## src/rtl/seg_scan_ctrl.sv

```systemverilog
// seg_scan_ctrl: six-digit multiplexed seven-segment scanner with guard gaps and frame-coherent snapshot
// Ports: clk, rst (sync, active-high); digits_in[23:0] packed BCD (digit 0 in [3:0]);
//        load captures digits_in; disp_en gates anodes; lzb_en blanks a zero hours-tens digit;
//        seg[6:0] active-low a..g (a = bit 6); an[5:0] active-low one-hot anodes;
//        frame_start pulses on the first drive cycle of digit 0.
module seg_scan_ctrl #(
    parameter int DWELL_CYC = 50000,
    parameter int GUARD_CYC = 500
) (
    input  logic        clk,
    input  logic        rst,
    input  logic [23:0] digits_in,
    input  logic        load,
    input  logic        disp_en,
    input  logic        lzb_en,
    output logic [6:0]  seg,
    output logic [5:0]  an,
    output logic        frame_start
);
    localparam int MAXC = DWELL_CYC > GUARD_CYC ? DWELL_CYC : GUARD_CYC;
    localparam int CW = MAXC > 1 ? $clog2(MAXC) : 1;

    typedef enum logic {GUARD, DRIVE} state_t;

    state_t        state, state_nxt;
    logic [CW-1:0] cnt, cnt_nxt;
    logic [2:0]    idx, idx_nxt;
    logic [23:0]   snapshot, snap_nxt, pend_buf;
    logic          pending, boundary, blank, off;
    logic [3:0]    dig;
    logic [6:0]    seg_nxt;
    logic [5:0]    an_nxt;

    function automatic logic [6:0] decode(input logic [3:0] d);
        case (d)
            4'd1:    return 7'b1001111;
            4'd2:    return 7'b0010010;
            4'd3:    return 7'b0000110;
            4'd4:    return 7'b1001100;
            4'd5:    return 7'b0100100;
            4'd6:    return 7'b0100000;
            4'd7:    return 7'b0001111;
            4'd8:    return 7'b0000000;
            4'd9:    return 7'b0000100;
            default: return 7'b0000001;
        endcase
    endfunction

    // Outputs are registered from next-state values so they line up with the phase the state register enters.
    always_comb begin
        state_nxt = state;
        cnt_nxt   = cnt + 1'b1;
        idx_nxt   = idx;
        boundary  = 1'b0;
        if (state == GUARD && cnt == CW'(GUARD_CYC - 1)) begin
            state_nxt = DRIVE;
            cnt_nxt   = '0;
            boundary  = (idx == 3'd0);
        end else if (state == DRIVE && cnt == CW'(DWELL_CYC - 1)) begin
            state_nxt = GUARD;
            cnt_nxt   = '0;
            idx_nxt   = (idx == 3'd5) ? 3'd0 : idx + 3'd1;
        end
        // A load landing on the boundary edge bypasses the pending buffer.
        snap_nxt = !boundary ? snapshot : load ? digits_in : pending ? pend_buf : snapshot;
        dig      = snap_nxt[{idx_nxt, 2'b00} +: 4];
        blank    = idx_nxt == 3'd5 && lzb_en && snap_nxt[23:20] == 4'd0;
        off      = state_nxt == GUARD || blank;
        seg_nxt  = off ? 7'h7f : decode(dig);
        an_nxt   = (off || !disp_en) ? 6'h3f : ~(6'b1 << idx_nxt);
    end

    always_ff @(posedge clk) begin
        if (rst) begin
            state       <= GUARD;
            cnt         <= '0;
            idx         <= 3'd0;
            snapshot    <= '0;
            pend_buf    <= '0;
            pending     <= 1'b0;
            seg         <= 7'h7f;
            an          <= 6'h3f;
            frame_start <= 1'b0;
        end else begin
            state       <= state_nxt;
            cnt         <= cnt_nxt;
            idx         <= idx_nxt;
            snapshot    <= snap_nxt;
            pend_buf    <= load ? digits_in : pend_buf;
            pending     <= boundary ? 1'b0 : (pending | load);
            seg         <= seg_nxt;
            an          <= an_nxt;
            frame_start <= boundary;
        end
    end
endmodule

```

## config.mk

```make
export PLATFORM = sky130hd
export DESIGN_NAME = seg_scan_ctrl
export DESIGN_NICKNAME = d
export VERILOG_FILES = /design/src/rtl/seg_scan_ctrl.sv
export SDC_FILE = /design/constraint.sdc
export NUM_CORES = 1
export LEC_CHECK = 0
export ABC_AREA = 1
export CORE_ASPECT_RATIO = 2
export CORE_UTILIZATION = 51
export CTS_CLUSTER_DIAMETER = 40
export DETAILED_ROUTE_END_ITERATION = 12
export PLACE_DENSITY_LB_ADDON = 0.1
export SLEW_MARGIN = 20
export SYNTH_ARGS = -nofsm -noshare
export SYNTH_HDL_FRONTEND = slang
export SYNTH_SLANG_ARGS = --single-unit
```

## constraint.sdc

```tcl
create_clock -name clk -period 2.27 [get_ports clk]
set_input_delay 0.227 -clock clk [delete_from_list [all_inputs] [get_ports clk]]
set_output_delay 0.227 -clock clk [all_outputs]
set_load 0.02 [all_outputs]
```

==> reports/metrics.cfg <==
[synth]
synthTopCellsByCount=sky130_fd_sc_hd__nand2_1 (212), sky130_fd_sc_hd__dfxtp_1 (83), sky130_fd_sc_hd__inv_1 (60)
synth_warnings=0
postSynthNetCount=651
yosys.cell_count.top_type=sky130_fd_sc_hd__nand2_1
postSynthCellCount=617
netlist_area_before_placement_um2=4160
commonest_register_cell_after_synthesis=sky130_fd_sc_hd__dfxtp_1
synthDominantCellAreaShare=0.400
postSynthAreaPerCell_um2=6.74
synth_seq_area_share=0.400
yosys.area.top_type=sky130_fd_sc_hd__dfxtp_1
yosys_cell_types=37
synth_enable_flop_cells=0
ff_latch_count_synth=83
synthTopCellsByArea=sky130_fd_sc_hd__dfxtp_1 (40%), sky130_fd_sc_hd__nand2_1 (19%), sky130_fd_sc_hd__inv_1 (5.4%)
synth-async-reset-ratio=0

[clock_network]
cts_tree=yes
cts_inserted_buffers=9
max-clock-path-buffers=2
cts.sinks=83
ctsHoldBuffers=0
clk-insertion-delay-late_ps=340
clock-root-buffer=sky130_fd_sc_hd__clkbuf_16
h-tree-depth=3
clk_transition_reported_paths_ps=60

[hold_path]
min-delay-start=rst
number_of_cells_on_the_worst_hold_path=2
holdPathEnd=state
worst_hold_path_type=input port to flop

[floorplanning]
die_width_um=65.8
rows=46
core_area_um2=7890
dieArea_um2=8540
die_h_um=130
num_io_pins=43
start_util=0.527

[power_and_ir_drop]
power.leakage_nw=2.83
max-vdd-ir-drop_mv=0.527
power.total_mw=3.41
p_per_area_nw_per_um2=555

[setup_path]
max_stage_delay_ps=360
worst-setup-path-type=flop to flop
worst-path-max-fanout=5
worstReg2RegStart=cnt[1]
critical_path_required_time_ps=2560
timing.rr.end=seg[3]
timing.reg2reg.setup_slack_ps=-140
timing.critical_path.to_type=flop
critPathTopFamily=simple AND/OR/NAND/NOR gates
reg2regPathDepth=19
worst_path_max_delay_cell=sky130_fd_sc_hd__dfxtp_2
cp.arrival_ps=2690
startpoint_type_of_the_worst_setup_path=flop
path_cells=ha_4 -> inv_2 -> nor2_2 -> nand2_2 -> nor2_4 -> buf_12 -> nand3_4 -> buf_6 -> o21ai_4 -> nand2_2 -> nand3_2 -> nand2_2 -> a21oi_2 -> buf_6 -> ha_4 -> nor2_4 -> nor2_4 -> nand2_1 -> nand2_1
timing.critical_path.from=cnt[1]
cp.buffers_inverters=4

[placement]
worst_setup_timing_slack_at_the_placement_stage_ps=-422
gpl_wtd_cong=0.905
hpwl_dp_um=8720
port-buffer-count=42

[route]
route.detailed.drc=0
dr.first_iter.drc_count=293
route.vias.total=4521
totalWireLength_um=12500
detail_route.first_pass.iterations=4
route.detailed.wl_per_inst_um=14.3
vias_per_cell=5.19
antenna_violating_nets_post_route=0

[cells_and_area]
drive_above_1_share=0.292
flow.area_growth_from_synthesis_pct=47.5
antenna_cells=0
finalNetCount=805

[sta]
tns_ps=-710
setup_viol=7
timing.max_slew.rel_slack=0.628
crit_path_time_final_ps=2410
max_clock_freq_mhz=415
setup_ws_ps=-138
fin_worst_hold_slack_ps=154
tightest_slew_ps=558
hold_viol=0
fin_crit_sh=1.06
rsz0062_at_grt=yes
fin_worst_skew_ps=10.3
maxSlewViolCount=0

[run_status]
violations=setup timing
status=complete, but fails checks

[grt]
number_of_global_route_vias_before_repair=4464
wire_length_of_the_first_global_routing_pass_um=19500
pin_count_of_the_biggest_net_entering_global_routing=52
grt_antenna_before_repair=0
globalRouteTotalUtil=0.304
grt.overflow.total=0

[flow_run]
maxCapViolations=0

routing by layer:
metal  global-route usage  share of wire
met5                    0              0
met2                0.582           0.58
met3               0.0586          0.037
met4                0.182          0.042
met1                0.282           0.34
logic make-up after synthesis:
family	Yosys count	share of synthesized area
xor+xnor	3	0.00632
fa+ha+maj	5	0.0150
buf+inv	91	0.0933
compound gates	78	0.103
simple gates	357	0.383
flops	83	0.400
flip-flops by register name, indices dropped and copies added, names as in the netlist:
signal	cells
pending	1
seg	7
an	6
snapshot	24
idx	3
frame_start	1
state	1
cnt	16
pend_buf	24
layout make-up:
class	count	area (um2)
Clock buffer	10	229
Clock inverter	5	103
Fill cell	594	1750
Inverter	70	274
Multi-Input combinational cell	445	2360
Sequential cell	83	1670
Tap cell	96	120
Timing Repair Buffer	162	1380
how the worst max path moves through the flow:
stage / to / slack (ps) / depth (start not counted)
finish: seg[3] / -140 / 19
global route: seg[3] / -330 / 19
CTS: seg[0] / -130 / 19
detailed placement: seg[6] / -420 / 17
global placement: seg[3] / -350 / 17
floorplan: seg[6] / 1 / 18
through the flow:
| step | utilization | instances | cell area, um2 |
|---|---|---|---|
| 5_1_grt | 0.778 | 871 | 6130 |
| 4_1_cts | 0.752 | 863 | 5930 |
| 6_report | 0.778 | 871 | 6130 |
| 2_1_floorplan | - | 617 | 4160 |
| 3_5_place_dp | 0.677 | 836 | 5340 |
| 3_3_place_gp | 0.677 | 836 | 5340 |
cell usage in the layout, fill, tap and decap left out, drive strengths merged, types with 5 or more instances in the layout:
master | synthesis | routed
nand3 | 41 | 42
ha | 5 | 5
clkbuf | 9 | 10
buf | 12 | 121
dfxtp | 83 | 83
nor2 | 69 | 69
nand4 | 9 | 9
o21ai | 25 | 25
a21oi | 46 | 46
inv | 68 | 67
nand2 | 225 | 226
nor3 | 7 | 7
clkdlybuf4s50 | 0 | 41
repair_timing:
| action | CTS | global route |
|---|---|---|
| gates cloned | 2 | 0 |
| gates resized for setup | 40 | 36 |
| hold endpoints to repair | 0 | 0 |
| setup endpoints to repair | 13 | 15 |
| setup buffers | 10 | 8 |
| pin swaps | 21 | 25 |
report_power, final:
part / internal [mW] / leakage, nW / total [mW] / switching, mW
Sequential: 1.49 / 0.676 / 1.50 / 0.0144
Combinational: 0.129 / 2.00 / 0.264 / 0.136
Clock: 1.07 / 0.159 / 1.64 / 0.576
Total: 2.68 / 2.83 / 3.41 / 0.726
Note: power is estimated with default switching activity, not from simulation.
